**config.mk**
```make
export PLATFORM = sky130hd
export DESIGN_NAME = pll_lock_sequencer
export DESIGN_NICKNAME = d
export VERILOG_FILES = /design/src/rtl/pll_lock_sequencer.sv
export SDC_FILE = /design/constraint.sdc
export NUM_CORES = 1
export LEC_CHECK = 0
export CORE_MARGIN = 2
export CORE_UTILIZATION = 55
export DETAILED_ROUTE_END_ITERATION = 6
export GPL_ROUTABILITY_DRIVEN = 0
export PLACE_DENSITY = 0.82
export SETUP_SLACK_MARGIN = 0.2
export SYNTH_ARGS = -nofsm -noshare
export SYNTH_HDL_FRONTEND = slang
export SYNTH_SLANG_ARGS = --single-unit
```
**constraint.sdc**
```tcl
create_clock -name CLK_in_100MHz -period 2.9 [get_ports CLK_in_100MHz]
set_input_delay 0.435 -clock CLK_in_100MHz [delete_from_list [all_inputs] [get_ports CLK_in_100MHz]]
set_output_delay 0.435 -clock CLK_in_100MHz [all_outputs]
set_load 0.01 [all_outputs]
```
**src/rtl/pll_lock_sequencer.sv**
```systemverilog
// Power-up / recovery sequencer for the clk_wiz_0 PLL: pulses the PLL reset, qualifies lock,
// and holds the system reset until lock has been stable, retrying on timeout.
module pll_lock_sequencer #(
  parameter int unsigned RST_CYCLES    = 16,
  parameter int unsigned LOCK_TIMEOUT  = 10000,
  parameter int unsigned STABLE_CYCLES = 64,
  parameter int unsigned MAX_RETRIES   = 3
) (
  input  logic       CLK_in_100MHz,
  input  logic       reset,
  input  logic       locked,
  input  logic       restart,
  output logic       pll_reset,
  output logic       rst_sys,
  output logic       ready,
  output logic       lock_fail,
  output logic       lock_lost,
  output logic [3:0] retry_count,
  output logic [2:0] state
);

  localparam int unsigned MaxAB = (RST_CYCLES > LOCK_TIMEOUT) ? RST_CYCLES : LOCK_TIMEOUT;
  localparam int unsigned MaxP  = (MaxAB > STABLE_CYCLES) ? MaxAB : STABLE_CYCLES;
  localparam int unsigned CntW  = (MaxP > 1) ? $clog2(MaxP) : 1;

  localparam logic [CntW-1:0] RstLast     = CntW'(RST_CYCLES - 1);
  localparam logic [CntW-1:0] TimeoutLast = CntW'(LOCK_TIMEOUT - 1);
  localparam logic [CntW-1:0] StableLast  = CntW'(STABLE_CYCLES - 1);
  localparam logic [3:0]      MaxRetry    = 4'(MAX_RETRIES);

  typedef enum logic [2:0] {
    StRst    = 3'd0,
    StWait   = 3'd1,
    StStable = 3'd2,
    StRun    = 3'd3,
    StFail   = 3'd4
  } state_e;

  state_e          state_q, state_d;
  logic [CntW-1:0] cnt_q, cnt_d;
  logic [3:0]      retry_q, retry_d;
  logic            lost_q, lost_d;
  logic            pll_reset_q, pll_reset_d;
  logic            rst_sys_q, rst_sys_d;
  logic            ready_q, ready_d;
  logic            lock_fail_q, lock_fail_d;
  logic            locked_meta, locked_s;

  // Two-flop synchroniser for the asynchronous wizard lock output.
  always_ff @(posedge CLK_in_100MHz or posedge reset) begin
    if (reset) begin
      locked_meta <= 1'b0;
      locked_s    <= 1'b0;
    end else begin
      locked_meta <= locked;
      locked_s    <= locked_meta;
    end
  end

  always_comb begin
    state_d = state_q;
    retry_d = retry_q;
    lost_d  = lost_q;
    if (restart) begin
      state_d = StRst;
      retry_d = '0;
      lost_d  = 1'b0;
    end else begin
      case (state_q)
        StRst: begin
          if (cnt_q == RstLast) state_d = StWait;
        end
        StWait: begin
          // A lock seen on the timeout cycle still wins.
          if (locked_s) begin
            state_d = StStable;
          end else if (cnt_q == TimeoutLast) begin
            if (retry_q == MaxRetry) begin
              state_d = StFail;
            end else begin
              retry_d = retry_q + 4'd1;
              state_d = StRst;
            end
          end
        end
        StStable: begin
          if (!locked_s) begin
            state_d = StWait;
          end else if (cnt_q == StableLast) begin
            state_d = StRun;
            retry_d = '0;
          end
        end
        StRun: begin
          if (!locked_s) begin
            lost_d  = 1'b1;
            state_d = StRst;
          end
        end
        StFail:  state_d = StFail;
        default: state_d = StRst;
      endcase
    end
  end

  // Shared phase counter: restarts on any state change, idles where no timing is needed.
  always_comb begin
    cnt_d = cnt_q;
    if (restart || (state_d != state_q)) begin
      cnt_d = '0;
    end else if ((state_q == StRst) || (state_q == StWait) || (state_q == StStable)) begin
      cnt_d = cnt_q + 1'b1;
    end
  end

  // Outputs are decoded from the next state so they move on the same edge as state.
  always_comb begin
    pll_reset_d = 1'b1;
    rst_sys_d   = 1'b1;
    ready_d     = 1'b0;
    lock_fail_d = 1'b0;
    case (state_d)
      StWait, StStable: pll_reset_d = 1'b0;
      StRun: begin
        pll_reset_d = 1'b0;
        rst_sys_d   = 1'b0;
        ready_d     = 1'b1;
      end
      StFail:  lock_fail_d = 1'b1;
      default: ;
    endcase
  end

  always_ff @(posedge CLK_in_100MHz or posedge reset) begin
    if (reset) begin
      state_q     <= StRst;
      cnt_q       <= '0;
      retry_q     <= '0;
      lost_q      <= 1'b0;
      pll_reset_q <= 1'b1;
      rst_sys_q   <= 1'b1;
      ready_q     <= 1'b0;
      lock_fail_q <= 1'b0;
    end else begin
      state_q     <= state_d;
      cnt_q       <= cnt_d;
      retry_q     <= retry_d;
      lost_q      <= lost_d;
      pll_reset_q <= pll_reset_d;
      rst_sys_q   <= rst_sys_d;
      ready_q     <= ready_d;
      lock_fail_q <= lock_fail_d;
    end
  end

  assign pll_reset   = pll_reset_q;
  assign rst_sys     = rst_sys_q;
  assign ready       = ready_q;
  assign lock_fail   = lock_fail_q;
  assign lock_lost   = lost_q;
  assign retry_count = retry_q;
  assign state       = state_q;

endmodule
```
==> results of run 1 <==
## repair_timing
| action | CTS | global route |
|---|---|---|
| hold buffers | 0 | 0 |
| resized for setup | 1 | 0 |
| endpoints found under the setup margin | 11 | 0 |
## synthesized netlist by cell type, types with 2 or more instances
| cell type | instances | area [um2] |
|---|---|---|
| a211oi_1 | 2 | 15.0 |
| a211oi_2 | 2 | 25.0 |
| a21oi_1 | 6 | 30.0 |
| a31oi_1 | 3 | 18.8 |
| and3_2 | 2 | 15.0 |
| and4_1 | 3 | 26.3 |
| buf_6 | 4 | 45.0 |
| clkbuf_8 | 3 | 41.3 |
| dfrtp_1 | 26 | 651 |
| dfstp_2 | 2 | 52.6 |
| ha_1 | 2 | 25.0 |
| inv_1 | 4 | 15.0 |
| mux2i_1 | 5 | 50.1 |
| nand2_1 | 11 | 41.3 |
| nand2b_1 | 2 | 12.5 |
| nand3_1 | 7 | 35.0 |
| nand4_1 | 3 | 18.8 |
| nor2_1 | 13 | 48.8 |
| nor3_1 | 3 | 15.0 |
| nor4_1 | 3 | 18.8 |
| nor4b_1 | 2 | 17.5 |
| o211a_1 | 4 | 40.0 |
| o21a_1 | 2 | 15.0 |
| or2_2 | 3 | 18.8 |
| or3_1 | 9 | 56.3 |
| or4_4 | 2 | 22.5 |
| xnor2_1 | 6 | 52.6 |
| xor2_1 | 7 | 61.3 |
## stage by stage
step	hold WS [ns]	util
after floorplan	0.331	-
after global placement	0.334	0.634
after detailed placement	0.341	0.634
after CTS	0.375	0.656
after global routing	0.393	0.656
final	0.373	0.656
## power by group through the flow
| stage | Clock [mW] | Combinational, mW | Sequential [mW] |
|---|---|---|---|
| after CTS | 0.266 | 0.0366 | 0.401 |
| after global placement | 0 | 0.0341 | 0.408 |
| final | 0.261 | 0.0359 | 0.401 |
| after floorplan | 0 | 0.0261 | 0.407 |
| after detailed placement | 0 | 0.0362 | 0.408 |
| after global routing | 0.281 | 0.0398 | 0.402 |
## layout make-up
cell class	count	share of cell area
clock buffer	3	0.0122
tap	31	0.0211
timing repair buffer	19	0.0979
inverter	5	0.0102
multi-input combinational	119	0.460
clock inverter	1	0.0163
sequential	28	0.382
## final timing paths
kind	startpoint	end	slack (ns)
max	cnt_q[5]	cnt_q[1]	0.37
min	locked_meta	locked_s	0.37
max reg2reg	cnt_q[5]	cnt_q[1]	0.37
min reg2reg	locked_meta	locked_s	0.37
max in group asynchronous	reset	rst_sys	1.80
min in group asynchronous	reset	cnt_q[2]	0.42
## flip-flops by register name (all words and copies together), names as in the netlist
name         cells
cnt_q           14
rst_sys          1
pll_reset        1
retry_count      4
locked_s         1
state            3
locked_meta      1
ready            1
lock_lost        1
lock_fail        1
## cells by family after synthesis
group           after synthesis  share of synthesized area
simple gates                 71                      0.252
compound gates               28                      0.142
flops                        28                      0.427
xor+xnor                     13                     0.0691
buf+inv                      12                     0.0638
mux                           5                     0.0304
fa+ha+maj                     2                     0.0152
## layer usage
metal  part of all wire  vias to the layer above  wire length, um
met5                  0                        -                0
met4              0.020                        0               69
met3              0.026                        7               87
met2               0.50                       26             1700
met1               0.45                      632             1510
li1                   -                      622                -
## placed cells by master (no fill, tap or decap), types with 4 or more instances in the layout
cell type,instances
nor2_1,13
buf_4,4
clkdlybuf4s50_1,15
xnor2_1,6
o211a_1,4
dfrtp_1,26
nand2_1,11
mux2i_1,5
inv_1,4
xor2_1,7
or3_1,9
nand3_1,7
a21oi_1,6
==> flow_metrics.py, run 1 <==
metrics = {
    "finish": {
        "fin_area_um2": 1840,
        "regArea_um2": 703,
        "syn_to_final_growth_pct": 11.8,
        "fin_nets": 182,
        "drive_above_1_share": 0.160,
        "stdcell_count": 206,
        "multi_input_area_um2": 847,
        "diodes": 0,
        "fill_cells": 225,
    },
    "clock_network": {
        "htree_levels": 1,
        "cts_tree": "yes",
        "clock_latency_ns": 0.34,
        "root_buffer": "clkbuf_4",
        "clk_path_buf_depth": 2,
        "cts_setup_buffers": 0,
        "cts.sinks": 28,
        "cts_buffers": 3,
        "clk_pin_slew_ns": 0.16,
    },
    "global_routing": {
        "overflow": 0,
        "antenna_found_initial": 0,
        "grt_max_degree": 18,
        "globalRouteMet1Util": 0.270,
        "grt_pass1_wl_um": 5770,
        "use_met3": 0.0462,
        "met2_usage": 0.388,
        "first_global_vias": 1247,
        "globalRouteTotalUtil": 0.223,
        "grt_busiest_layer": "met2",
    },
    "sta": {
        "rsz0062_at_grt": "no",
        "finalSetupViolCount": 0,
        "final.setup.worst_slack_ns": 0.370,
        "final_max_slew_viol_count": 0,
        "tightestPinTransition_ns": 0.742,
        "min_period_over_period": 0.873,
        "setup_tns_ns": 0,
        "final.min_clock_period_ns": 2.53,
        "fin_worst_skew_ns": 0.00863,
        "fmax_ghz": 0.395,
        "slew_headroom": 0.505,
        "hold_violations": 0,
    },
    "synthesis": {
        "synth_area_um2": 1650,
        "synthArstFlopShare": 1.00,
        "ys.flop_type": "dfrtp_1",
        "yosys_warnings": 0,
        "ys_seq_elements": 28,
        "synth_nets": 165,
        "ys_types": 46,
        "synth-edff-count": 0,
        "ys_seq_area_frac": 0.427,
        "synthCells": 159,
        "syn_avg_cell_area_um2": 10.4,
    },
    "drt": {
        "antenna_left": 0,
        "num_vias": 1287,
        "drt-initial-drc-count": 61,
        "drtPass1Iterations": 4,
        "wire_per_inst_um": 16.4,
        "routed_wl_um": 3370,
        "via_per_inst": 6.25,
        "drc": 0,
    },
    "setup_path": {
        "path_delay_family": "simple AND/OR/NAND/NOR gates",
        "worst_setup_path_end_kind": "register",
        "path_cells": "or4_4, or4_4, o21ai_2, or3_1, mux2i_1",
        "crit_cells": 5,
        "slowest_stage": "or4_4",
        "max_stage_delay_ns": 0.59,
        "worstPathRequired_ns": 3.12,
        "worstPathArrival_ns": 2.75,
        "criticalPathCategory": "register to register",
        "reg2reg_depth": 5,
        "crit_buf_inv": 0,
        "critPathMaxFanout": 14,
        "cpMostUsedCell": "or4_4",
        "cp-start-kind": "register",
    },
    "die": {
        "die-width_um": 58.7,
        "start_util": 0.587,
        "core_um2": 2810,
        "dieArea_um2": 3450,
        "rows": 19,
        "die_h_um": 58.7,
        "ioPinCount": 16,
    },
    "pwr": {
        "p_int_uw": 550,
        "p_sw_uw": 148,
        "peakVddDrop_v": 0.000334,
        "p_per_area_nw_per_um2": 379,
        "clock_power_share": 0.374,
        "combinationalPowerShare": 0.051,
        "p_seq_frac": 0.575,
        "power_uw": 698,
        "swShare": 0.213,
        "leakagePower_nw": 0.771,
    },
    "worst_hold_path": {
        "whs_path_depth": 0,
        "holdCritPathClass": "register to register",
    },
    "outcome": {
        "outcome": "completed",
    },
    "placement": {
        "port_buffers": 15,
        "numPlacedInstances": 202,
        "place_ws_ns": 0.149,
        "place_area_um2": 1780,
        "place_hpwl_um": 2420,
    },
    "run": {
        "maxCapViolations": 0,
    },
}
Note: power is estimated with default switching activity, not from simulation.
==> run 2, diff against run 1 <==
clock period = 2.6 ns   (was 2.9 ns; I/O delays follow)
==> flow_metrics.py, run 2 (same netlist as run 1, synthesis figures left out) <==
metrics = {
    "global_routing": {
        "overflow": 0,
        "first_global_vias": 1321,
        "grt_max_degree": 29,
        "globalRouteTotalUtil": 0.232,
        "grt_pass1_wl_um": 6110,
        "antenna_found_initial": 0,
    },
    "pwr": {
        "power_uw": 792,
        "p_int_uw": 622,
        "p_seq_frac": 0.566,
        "leakagePower_nw": 0.864,
        "clock_power_share": 0.363,
        "p_per_area_nw_per_um2": 393,
        "p_sw_uw": 170,
        "swShare": 0.214,
        "combinationalPowerShare": 0.071,
        "peakVddDrop_v": 0.000242,
    },
    "sta": {
        "hold_violations": 0,
        "final_max_slew_viol_count": 0,
        "fin_worst_skew_ns": 0.0145,
        "slew_headroom": 0.523,
        "finalSetupViolCount": 0,
        "final.min_clock_period_ns": 2.41,
        "holdWs_ns": 0.369,
        "min_period_over_period": 0.925,
        "fmax_ghz": 0.416,
        "rsz0062_at_grt": "yes",
        "setup_tns_ns": 0,
        "tightestPinTransition_ns": 0.705,
    },
    "placement": {
        "port_buffers": 15,
        "place_area_um2": 1850,
        "place_hpwl_um": 2630,
    },
    "finish": {
        "fill_cells": 201,
        "syn_to_final_growth_pct": 22.4,
        "diodes": 0,
        "drive_above_1_share": 0.255,
        "regArea_um2": 703,
        "final_common_cell": "dfrtp_1",
        "fin_util": 0.719,
        "fin_area_um2": 2020,
        "largest_reg_flops": 14,
        "fin_nets": 199,
        "final_cell_mix": "dfrtp_1 (26), buf_4 (19), clkdlybuf4s50_1 (15), nor2_1 (13), nand2_1 (11)",
        "multi_input_area_um2": 898,
        "largest_register": "cnt_q",
    },
    "drt": {
        "num_vias": 1404,
        "wire_per_inst_um": 17.8,
        "drt-initial-drc-count": 77,
        "drtPass1Iterations": 4,
        "via_per_inst": 6.30,
        "drc": 0,
        "antenna_left": 0,
        "routed_wl_um": 3960,
    },
    "die": {
        "rows": 19,
        "ioPinCount": 16,
        "dieArea_um2": 3450,
        "core_um2": 2810,
        "start_util": 0.587,
        "die_h_um": 58.7,
        "die-width_um": 58.7,
    },
    "clock_network": {
        "clock_latency_ns": 0.33,
        "cts_buffers": 3,
        "clk_path_buf_depth": 2,
        "cts.sinks": 28,
        "cts_tree": "yes",
        "clk_pin_slew_ns": 0.16,
        "cts_hold_buf": 0,
        "htree_levels": 1,
        "root_buffer": "clkbuf_4",
    },
    "setup_path": {
        "criticalPathCategory": "register to register",
        "worstPathArrival_ns": 2.63,
        "path_cells": "ha_2, nand3_2, buf_6, or4_4, a32oi_4, o31ai_4, o211a_1",
        "max_stage_delay_ns": 0.58,
        "critPathMaxFanout": 7,
        "cp-start-kind": "register",
        "worstPathRequired_ns": 2.83,
        "worst_setup_path_end_kind": "register",
        "slowest_stage": "or4_4",
    },
    "outcome": {
        "outcome": "completed",
    },
    "worst_hold_path": {
        "holdCritPathClass": "register to register",
    },
    "run": {
        "maxCapViolations": 0,
    },
}
-- run 2: cell types whose count changed in the layout (fill, tap and decap cells not counted), sizes merged --
cell	delta
buf	+16
o31ai	+1
-- run 2: path summary, 6_finish.rpt --
path	startpoint	endpoint	slack, ns	depth (start not counted)
worst max-delay path	cnt_q[0]	cnt_q[13]	0.19	7
worst min-delay path	locked_meta	locked_s	0.37	0
worst max register to register	cnt_q[0]	cnt_q[13]	0.19	7
worst min register to register	locked_meta	locked_s	0.37	0
max in group asynchronous	reset	rst_sys	1.88	3
min in group asynchronous	reset	cnt_q[2]	0.42	3
-- run 2: metal layers --
metal / up-vias / share of wire / global-route usage
li1: 659 / - / -
met1: 695 / 0.42 / 0.304
met2: 44 / 0.53 / 0.409
met3: 6 / 0.040 / 0.0198
met4: 0 / 0.012 / 0.0714
met5: - / 0 / 0
-- run 2: final cells by class --
type | instances | area share
timing repair buffer | 35 | 0.151
sequential | 28 | 0.349
inverter | 5 | 0.00931
multi-input combinational | 120 | 0.446
clock buffer | 3 | 0.0112
clock inverter | 1 | 0.0149
tap | 31 | 0.0192
-- run 2: through the flow --
| step | setup WS (ns) | instances |
|---|---|---|
| 3_3_place_gp | -0.0163 | 212 |
| 3_5_place_dp | -0.0813 | 212 |
| 5_1_grt | 0.130 | 223 |
| 4_1_cts | 0.202 | 216 |
| 2_1_floorplan | 0.312 | 159 |
| 6_report | 0.195 | 223 |
-- run 2: worst max-delay path, delay by kind of cell (launching register included) --
family	cells	cell delay, ns
AOI/OAI and AO/OA	3	0.76
and+or+nand+nor	2	0.70
DFF	1	0.45
adders and majority gates	1	0.22
buffers and inverters	1	0.16
-- run 2: power groups by stage --
stage / sequential, mW / combinational, mW / clock (mW)
after floorplan: 0.454 / 0.0291 / 0
after global placement: 0.455 / 0.0396 / 0
after detailed placement: 0.456 / 0.0416 / 0
after CTS: 0.448 / 0.0422 / 0.292
after global routing: 0.449 / 0.0611 / 0.305
final: 0.448 / 0.0558 / 0.288
-- run 2: repair_timing --
| item | CTS | global route |
|---|---|---|
| pin swaps | 0 | 5 |
| gates resized for setup | 1 | 7 |
| endpoints found under the setup margin | 14 | 14 |
| setup buffers | 0 | 6 |
| gates cloned | 0 | 1 |
